--- src/rtl/timer_dev.sv ---
// timer_dev: bus-mapped down-counting timer with maskable irq; define TIMER_DEV_STATUS_EN to add the STATUS register at offset 0xC
module timer_dev (
  input  logic        clk,
  input  logic        reset,
  input  logic [31:0] addr,
  input  logic        we,
  input  logic [31:0] wdata,
  output logic [31:0] rdata,
  output logic        irq
);
  typedef enum logic [1:0] {IDLE, LOAD, CNT, INT} state_t;
  state_t      r_state, w_next;
  logic [3:0]  r_ctrl;
  logic [31:0] r_preset, r_count, w_status;
  logic        r_irq_flag;
  logic [1:0]  w_sel;
  logic        w_wr_ctrl, w_wr_preset, w_auto, w_set, w_clr, w_ack, w_unused;
  assign w_sel       = addr[3:2];
  assign w_unused    = &{1'b0, addr[31:4], addr[1:0]};
  assign w_wr_ctrl   = we && w_sel == 2'd0;
  assign w_wr_preset = we && w_sel == 2'd1;
  assign w_auto      = r_ctrl[2:1] == 2'b01;
  assign w_set       = r_state == CNT && r_ctrl[0] && r_count <= 32'd1;
`ifdef TIMER_DEV_STATUS_EN
  assign w_ack    = we && w_sel == 2'd3 && wdata[1];
  assign w_status = {30'b0, r_irq_flag, r_state == CNT};
`else
  assign w_ack    = 1'b0;
  assign w_status = '0;
`endif
  assign w_clr = w_wr_ctrl || w_wr_preset || w_ack || (r_state == INT && w_auto);
  assign rdata = w_sel == 2'd0 ? {28'b0, r_ctrl} :
                 w_sel == 2'd1 ? r_preset :
                 w_sel == 2'd2 ? r_count : w_status;
  assign irq   = r_ctrl[3] & r_irq_flag;
  always_comb begin
    w_next = r_state == IDLE ? (r_ctrl[0] ? LOAD : IDLE) :
             r_state == LOAD ? CNT :
             r_state == CNT  ? (!r_ctrl[0] ? IDLE : w_set ? INT : CNT) : IDLE;
  end
  always_ff @(posedge clk) begin
    if (reset) r_state <= IDLE;
    else       r_state <= w_next;
  end
  always_ff @(posedge clk) begin
    if (reset) begin
      r_ctrl     <= '0;
      r_preset   <= '0;
      r_count    <= '0;
      r_irq_flag <= 1'b0;
    end else begin
      if (w_wr_ctrl) r_ctrl <= wdata[3:0];
      else if (r_state == INT && !w_auto) r_ctrl[0] <= 1'b0;
      if (w_wr_preset) r_preset <= wdata;
      if (r_state == LOAD) r_count <= r_preset;
      else if (r_state == CNT && r_ctrl[0]) r_count <= w_set ? 32'd0 : r_count - 32'd1;
      r_irq_flag <= w_set | (r_irq_flag & ~w_clr);
    end
  end
endmodule

--- config.mk ---
export PLATFORM = sky130hd
export DESIGN_NAME = timer_dev
export DESIGN_NICKNAME = d
export VERILOG_FILES = /design/src/rtl/timer_dev.sv
export SDC_FILE = /design/constraint.sdc
export NUM_CORES = 1
export LEC_CHECK = 0
export ABC_AREA = 1
export CAP_MARGIN = 20
export CORE_ASPECT_RATIO = 1.5
export CORE_MARGIN = 4
export CORE_UTILIZATION = 45
export DETAILED_ROUTE_END_ITERATION = 8
export GPL_TIMING_DRIVEN = 0
export PLACE_DENSITY = 0.87
export SYNTH_ARGS = -nofsm -noshare
export SYNTH_HDL_FRONTEND = slang
export SYNTH_SLANG_ARGS = --single-unit
export TNS_END_PERCENT = 30
--- constraint.sdc ---
create_clock -name clk -period 1.83 [get_ports clk]
set_clock_uncertainty 0.15 [all_clocks]
set_input_delay 0.183 -clock clk [delete_from_list [all_inputs] [get_ports clk]]
set_output_delay 0.183 -clock clk [all_outputs]
set_load 0.1 [all_outputs]
# == Word level (Yosys, flattened, before mapping) ==
# Cells that the tools add are included.
# classes
bitwise_logic,4
n_addsub,1
n_lt_le_gt_ge,1
reduce_logical,13
eq_ne,6
n_mux,14
# op_table
op,n
$mux W32,6
$le A32 B1 Y1 const B,1
$sub A32 B1 Y32 const B,1
$mux W2,4
$eq A2 B1 Y1 const B,3
$eq A2 B2 Y1 const B,3
$logic_and A1 B1 Y1,6
$logic_not A2 Y1,2
$mux W1,4
$reduce_bool A2 Y1,2
$and A1 B1 Y1,2
$logic_or A1 B1 Y1,2
$logic_not A1 Y1,1
$not A1 Y1,1
$or A1 B1 Y1,1
# totals
regBits,71

# == Depth between registers and ports, before layout ==
# Gate-level depths: netlist of the first run.
# logic_depth
word_depth,8
depth_mapped,11

# == Worst setup path after synthesis of the first run ==
# No wires, ideal clock.
# synth_timing
path_type,input to output
from,input port addr[2]
to,output port rdata[2]
setup_slack_ns,-0.661
t_required_ns,1.497
t_arrival_ns,2.158
stages,5
n_path_buf,1
path_cell_list,inv_1 > nor2_1 > inv_1 > clkbuf_1 > o221ai_1
# synth_between
elab_chain_len,4
word_cells_on_any_way,6
classes_between,2 x eq/ne; 3 x mux; 1 x reduce/logical
# synth_lines
item,line_no,text
start: declaration,5,"input logic [31:0] addr,"
$eq A2 B2 Y1,34,w_sel == 2'd2 ? r_count : w_status;
$mux W32,34,
$mux W32,33,w_sel == 2'd1 ? r_preset :
$mux W32 *,32,"assign rdata = w_sel == 2'd0 ? {28'b0, r_ctrl} :"
end: declaration,8,"output logic [31:0] rdata,"
# Every way passes the cells marked *; elsewhere a longest branch is shown, timed or not.

# == Final worst setup path of the first run ==
# layout_timing
from,register r_count[0]
to,register r_count[17]
# layout_between
elab_chain_len,5
word_cells_on_any_way,6
classes_between,1 x add/sub; 1 x order compare; 3 x mux; 1 x reduce/logical
# layout_lines
item,line_no,text
start: declaration,14,"logic [31:0] r_preset, r_count, w_status;"
start signal: assignment,55,if (r_state == LOAD) r_count <= r_preset;
start signal: assignment,56,else if (r_state == CNT && r_ctrl[0]) r_count <= w_set ? 32'd0 : r_count - 32'd1;
$le A32 B1 Y1,23,assign w_set = r_state == CNT && r_ctrl[0] && r_count <= 32'd1;
$logic_and A1 B1 Y1,23,
$mux W32 * (2 in series),56,
$mux W32 *,55,
# Every way passes the cells marked *; elsewhere a longest branch is shown, timed or not. The select of a mux whose other input is x is not followed.
# A chain may end at the register's enable or synchronous reset.

==> metrics.cfg, run 1 <==
[final_layout]
final_cells=789
drive_above_1_share_pct=21.6
area_delta_synth_final_pct=37.1
antenna_cells=0
nFillCells=734
nNetsFinal=746
utilization_pct=63.9
final-seq-area_sq_um=1420
multiInputGateArea_sq_um=2230

[timing]
report.final.hold_viol_count=0
fin_tns_setup_ns=0
worstMarginPinSlew_ns=0.609
worst_slack_ns=0.0126
drv_slew=0
slew-limit-headroom_pct=59.4
post-route-period-util_pct=99.3
rsz0062_at_grt=yes
setup_violations=0
fin_crit_ns=1.82
fmax_ghz=0.550

[floorplan]
core_area_sq_um=8520
num_rows=41
start_util_pct=46.6
die_w_um=84.6
ios=100
die_h_um=123
dieArea_sq_um=10400

[worst_setup_path]
worstSetupStartpointType=register
endpoint_kind=register
path_cells=inv_2, ha_4, nor2_1, nor2_1, nand2_1, nor2_2, nand3_4, nand3_4, buf_12, inv_6, nand3_1, nand2_1
max_stage_delay_ns=0.35
worst_ep_required_time_ns=1.91
worstPathMaxFanout=10
crit_start=r_count[0]
reg2reg_from=r_count[0]
regToRegSetupSlack_ns=0.01
path_delay_family=simple AND/OR/NAND/NOR gates
path_class=register to register
arrival_ns=1.89
cpMaxStageDelayCell=dfxtp_2
critPathBufInv=3

[place]
pre_cts_ws_ns=-1.22
gp_congestion=0.972
portBuffers=69
place_inst=757
hpwl_um=9360

[worst_hold_path]
min-delay-start=wdata[16]
holdCritPathClass=input port to register

[power_and_ir_drop]
power_mw=4.82
p_clk_share_pct=33.1
powerDensity_nw_per_um2=887
p_leak_nw=2.34
seqPwrFrac_pct=34.9
p_int_mw=3.05
ir_worst_vdd_v=0.000552
combPwrFrac_pct=32.0
power.switching_mw=1.78
p_sw_share_pct=36.9

[cts]
htree_num_levels=3
clkLatencyLatePin_ns=0.34
clock-sinks=71
clk_pin_slew_ns=0.06
holdBufCountCts=0
cts_tree=yes
cts_max_path_buffers=2
cts_root_buffer=clkbuf_16
cts_buffers=9

[logic_synthesis]
synth_top_area_cell=dfxtp_1
ys_seq_area_share_pct=35.8
ys_types=29
yosys.area.top_type_share_pct=35.8
avgSynthCellArea_sq_um=6.82
synth_top_family_by_area=simple AND/OR/NAND/NOR gates
ys_ff_latch=71
synth_adder_area_share_pct=0.631
yosys.area_share.simple_pct=24.7
synth_compound_area_share_pct=23.8
yosys_warnings=0
synth-edff-count=0
ys.flop_type=dfxtp_1
ys_top_cells_by_area=dfxtp_1 36%, nand2_1 10%, o22ai_1 9.3%
async_flop_share_pct=0
netlist_top_cells_count=107 x nand2_1, 75 x inv_1, 71 x dfxtp_1
synth_xor_area_share_pct=3.53
synth_nets=650
syn-cell-area_sq_um=3970
synth_most_common_cell=nand2_1
synth_cells=581
yosys-mux-area-fraction_pct=0

[outcome]
status=completed

[detailed_routing]
routedWlPerCell_um=17.3
ant_nets=0
vias_per_cell=5.69
drc_errors=0
vias=4492
wirelength_um=13600
dr.pass1.iters=5
first_iter_violations=364

[grt]
grt_usage_pct=25.1
grt_pass1_wl_um=20800
antenna_found_initial=0
grt_max_degree=13
grt_pass1_vias=4398
grt_overflow=0

[run]
maxCapViolCount=0

cells in the final DEF (no fill, tap or decap), drive strengths merged, types with 3 or more instances in the layout:
| cell | synthesis | layout |
|---|---|---|
| clkbuf | 17 | 27 |
| dfxtp | 71 | 71 |
| o221ai | 4 | 4 |
| buf | 11 | 58 |
| o22ai | 59 | 59 |
| nand4 | 7 | 7 |
| inv | 86 | 86 |
| o21ai | 58 | 58 |
| nor3 | 3 | 3 |
| a21oi | 39 | 39 |
| nand2 | 110 | 110 |
| clkinv | 0 | 5 |
| nor2 | 65 | 65 |
| nand3 | 31 | 31 |
| xor2 | 15 | 15 |
| clkdlybuf4s50 | 0 | 34 |
kinds of logic (layout without fill, tap and decap cells):
group                      after synthesis  count (layout)
AOI/OAI and AO/OA                      162             162
and+or+nand+nor                        216             216
buffers and inverters                  114             215
adders and majority gates                2               2
DFF                                     71              71
xor gates and xnor gates                16              16
worst register-to-register path, stage by stage (launching register included):
cell and delay, ns:
dfxtp_2 0.35, inv_2 0.10, ha_4 0.13, nor2_1 0.04, nor2_1 0.08, nand2_1 0.09, nor2_2 0.16, nand3_4 0.13
nand3_4 0.15, buf_12 0.13, inv_6 0.05, nand3_1 0.08, nand2_1 0.06
flip-flops by register name, summed over array words and instances, names as in the netlist:
signal and count:
r_count 32, r_preset 32, r_ctrl 4, r_state 2
r_irq_flag 1
per-layer routing:
metal  share of wire (%)  vias to the layer above  track usage [%]
met3                 6.2                       53             3.73
met4                 5.6                        0             17.0
met2                  52                      217             44.2
li1                    -                     2129                -
met1                  36                     2093             27.6
met5                   0                        -                0
per-stage QoR:
stage,instance area [sq um],hold WS (ns)
after detailed placement,4800,0.321
after floorplan,3980,0.102
after CTS,5280,0.329
after global routing,5440,0.353
after global placement,4800,0.314
final,5440,0.331
cell type report:
cell class | instances | share of cell area (%)
Sequential cell | 71 | 26.2
Buffer | 27 | 2.95
Timing Repair Buffer | 86 | 16.5
Tap cell | 107 | 2.46
Multi-Input combinational cell | 396 | 41.0
Clock buffer | 9 | 4.14
Clock inverter | 7 | 0.736
Inverter | 86 | 6.03
path summary, 6_finish.rpt:
| path | endpoint | depth (start not counted) |
|---|---|---|
| setup / recovery | r_count[17] | 12 |
| hold / removal | r_preset[16] | 3 |
| setup reg to reg | r_count[17] | 12 |
| hold reg to reg | r_ctrl[2] | 2 |
power groups by stage:
stage | clock [mW] | sequential, mW | combinational (mW)
after floorplan | 0 | 1.70 | 1.05
after global placement | 0 | 1.71 | 1.38
after detailed placement | 0 | 1.71 | 1.41
after CTS | 1.59 | 1.68 | 1.47
after global routing | 1.66 | 1.69 | 1.66
final | 1.60 | 1.68 | 1.54
timing repair:
action / in CTS / in global routing
gates resized for setup: 269 / 17
setup buffers: 0 / 17
pin swaps: 1 / 8
endpoints found under the setup margin: 60 / 42
Note: power is estimated with default switching activity, not from simulation.
==> run 2: changes to the inputs <==
Settings changed: HOLD_SLACK_MARGIN set to 0.15.
==> results of run 2 <==
Same layout as run 1: the final DEF is identical, and so are final timing and power.
==> run 3: changes to the inputs <==
Settings changed: GPL_TIMING_DRIVEN 0 to unset.
==> metrics.cfg, run 3 (synthesis gave the netlist of run 1 again) <==
[power_and_ir_drop]
powerDensity_nw_per_um2=873  ; was 887 nW/um^2
ir_worst_vdd_v=0.000628  ; was 0.000552 V
p_clk_share_pct=35.9  ; was 33.1%
combPwrFrac_pct=32.3  ; was 32.0%
seqPwrFrac_pct=31.8  ; was 34.9%
power.switching_mw=1.85  ; was 1.78 mW
p_sw_share_pct=34.9  ; was 36.9%
p_leak_nw=2.48  ; was 2.34 nW
p_int_mw=3.45  ; was 3.05 mW

[floorplan]
ios=100  ; unchanged
num_rows=41  ; unchanged
die_w_um=84.6  ; unchanged
die_h_um=123  ; unchanged
dieArea_sq_um=10400  ; unchanged
core_area_sq_um=8520  ; unchanged
start_util_pct=46.6  ; unchanged

[cts]
clk_pin_slew_ns=0.06  ; about the same
cts_max_path_buffers=2  ; unchanged
cts_tree=yes  ; unchanged
clkLatencyLatePin_ns=0.34  ; about the same
clock-sinks=71  ; unchanged
holdBufCountCts=0  ; unchanged
cts_buffers=9  ; unchanged
htree_num_levels=3  ; unchanged
cts_root_buffer=clkbuf_16  ; unchanged

[grt]
grt_usage_pct=26.0  ; was 25.1%
grt.busiest_layer=met2  ; unchanged
grt_max_degree=44  ; was 13
grt_use_met1_pct=28.7  ; was 27.6%
grt_pass1_wl_um=21600  ; was 20800 um
grt_pass1_vias=4516  ; was 4398
antenna_found_initial=0  ; unchanged
grt.met2_usage_pct=48.1  ; was 44.2%
use_met3_pct=3.73  ; unchanged
grt_overflow=0  ; unchanged

[worst_setup_path]
reg2reg_from=r_count[0]  ; unchanged
critPathBufInv=2  ; was 3
reg2reg_depth=11  ; was 12
arrival_ns=1.84  ; was 1.89 ns
path_delay_family=simple AND/OR/NAND/NOR gates  ; unchanged
worst_ep_required_time_ns=1.91  ; about the same
regToRegSetupSlack_ns=0.07  ; was 0.01 ns
max_stage_delay_ns=0.32  ; was 0.35 ns
crit_end=r_count[13]  ; was r_count[17]
crit_start=r_count[0]  ; unchanged
path_class=register to register  ; unchanged
worstPathMaxFanout=10  ; unchanged
cpMaxStageDelayCell=dfxtp_1  ; was dfxtp_2
r2r-end=r_count[13]  ; was r_count[17]
worstSetupStartpointType=register  ; unchanged
path_cells=inv_1, ha_2, nor2_2, nor2_1, nand2_1, nor2_2, nand3_4, nand3_4, inv_4, nand3_1, nand2_1  ; was inv_2, ha_4, nor2_1, nor2_1, nand2_1, nor2_2, nand3_4, nand3_4, buf_12, inv_6, nand3_1, nand2_1
endpoint_kind=register  ; unchanged
cp.depth=11  ; was 12

[final_layout]
final_common_cell=nand2_1  ; unchanged
drive_above_1_share_pct=24.7  ; was 21.6%
top_regs=r_count x32, r_preset x32, r_ctrl x4  ; unchanged
nFillCells=642  ; was 734
final_cell_mix=105 x nand2_1, 73 x inv_1, 71 x dfxtp_1  ; was 107 x nand2_1, 71 x inv_1, 70 x dfxtp_1
nNetsFinal=736  ; was 746
area_delta_synth_final_pct=52.9  ; was 37.1%
fin_area_sq_um=6060  ; was 5440 sq um
antenna_cells=0  ; unchanged

[timing]
report.final.hold_viol_count=0  ; unchanged
fin_crit_ns=1.76  ; was 1.82 ns
slew-limit-headroom_pct=76.2  ; was 59.4%
worst_slack_ns=0.0692  ; was 0.0126 ns
fin_hold_ws_ns=0.291  ; was 0.331 ns
worstMarginPinSlew_ns=0.355  ; was 0.609 ns
fmax_ghz=0.568  ; was 0.550 GHz
drv_slew=0  ; unchanged
post-route-period-util_pct=96.2  ; was 99.3%
setup_violations=0  ; unchanged
rsz0062_at_grt=yes  ; unchanged

[outcome]
status=completed  ; unchanged

[detailed_routing]
routedWlPerCell_um=17.2  ; was 17.3 um
drc_errors=0  ; unchanged
ant_nets=0  ; unchanged
first_iter_violations=459  ; was 364
vias_per_cell=5.76  ; was 5.69
vias=4488  ; was 4492
wirelength_um=13400  ; was 13600 um
dr.pass1.iters=5  ; unchanged

[place]
gp_congestion=0.903  ; was 0.972
placed_area_sq_um=5280  ; was 4800 sq um
portBuffers=69  ; unchanged
hpwl_um=8550  ; was 9360 um
pre_cts_ws_ns=-0.180  ; was -1.22 ns

[run]
maxCapViolCount=0  ; unchanged

[worst_hold_path]
holdCritPathClass=input port to register  ; unchanged

==> run 3: cell types whose count changed in the layout (fill, tap and decap cells not counted), moves of 6 or more <==
cell / change
o22ai_2: +6
buf_2: -9
buf_6: -22
o22ai_1: -16
buf_12: +33
o22ai_4: +10
clkbuf_1: -9
==> run 3: power by group through the flow <==
stage	combinational, mW	clock, mW	sequential, mW
after global routing	1.84	1.97	1.69
after detailed placement	1.54	0	1.71
after CTS	1.66	1.90	1.68
final	1.71	1.90	1.68
after floorplan	1.05	0	1.70
after global placement	1.50	0	1.71
==> run 3: worst reg2reg max path: stages (launching register included) <==
cell and delay [ns]:
dfxtp_1 0.32, inv_1 0.08, ha_2 0.22, nor2_2 0.05, nor2_1 0.11, nand2_1 0.08, nor2_2 0.13, nand3_4 0.10
nand3_4 0.14, inv_4 0.10, nand3_1 0.10, nand2_1 0.07
==> run 3: layout make-up <==
class,count,area (sq um),share of cell area (%)
multi-input cells,396,2460,40.5
flip-flops and latches,71,1420,23.4
repair buffers,103,1400,23.1
inverters,86,328,5.41
clock buffers,9,225,3.72
well taps,107,134,2.21
clock inverters,7,97.6,1.61
==> run 3: metrics by stage <==
| stage | setup TNS, ns | utilization, % | std cells | power, mW |
|---|---|---|---|---|
| final | 0 | 71.2 | 779 | 5.29 |
| after global placement | -3.47 | 62.0 | 758 | 3.21 |
| after CTS | 0 | 70.5 | 776 | 5.24 |
| after detailed placement | -4.32 | 62.0 | 758 | 3.25 |
| after global routing | -0.0643 | 71.2 | 779 | 5.49 |
| after floorplan | -17.27 | - | 581 | 2.75 |
==> run 3: worst min-delay path by stage <==
stage | from | endpoint | slack (ns) | cells after the start
floorplan | reset | r_count[0] | 0.10 | 1
global placement | r_ctrl[2] | r_ctrl[2] | 0.31 | 2
detailed placement | r_ctrl[2] | r_ctrl[2] | 0.31 | 2
CTS | addr[3] | r_preset[4] | 0.29 | 4
global route | addr[3] | r_preset[4] | 0.35 | 4
finish | addr[3] | r_preset[4] | 0.29 | 4
==> run 3: what timing repair did <==
item / CTS / global route
pin swaps: 1 / 0
gates cloned: 2 / 0
buffers inserted: 0 / 3
gates resized for setup: 59 / 8
hold endpoints to repair: 0 / 0
setup endpoints to repair: 32 / 24
==> run 3: routing by layer <==
| metal | part of all wire (%) | up-vias |
|---|---|---|
| li1 | - | 2117 |
| met1 | 37 | 2137 |
| met2 | 54 | 186 |
| met3 | 5.2 | 48 |
| met4 | 3.4 | 0 |
| met5 | 0 | - |
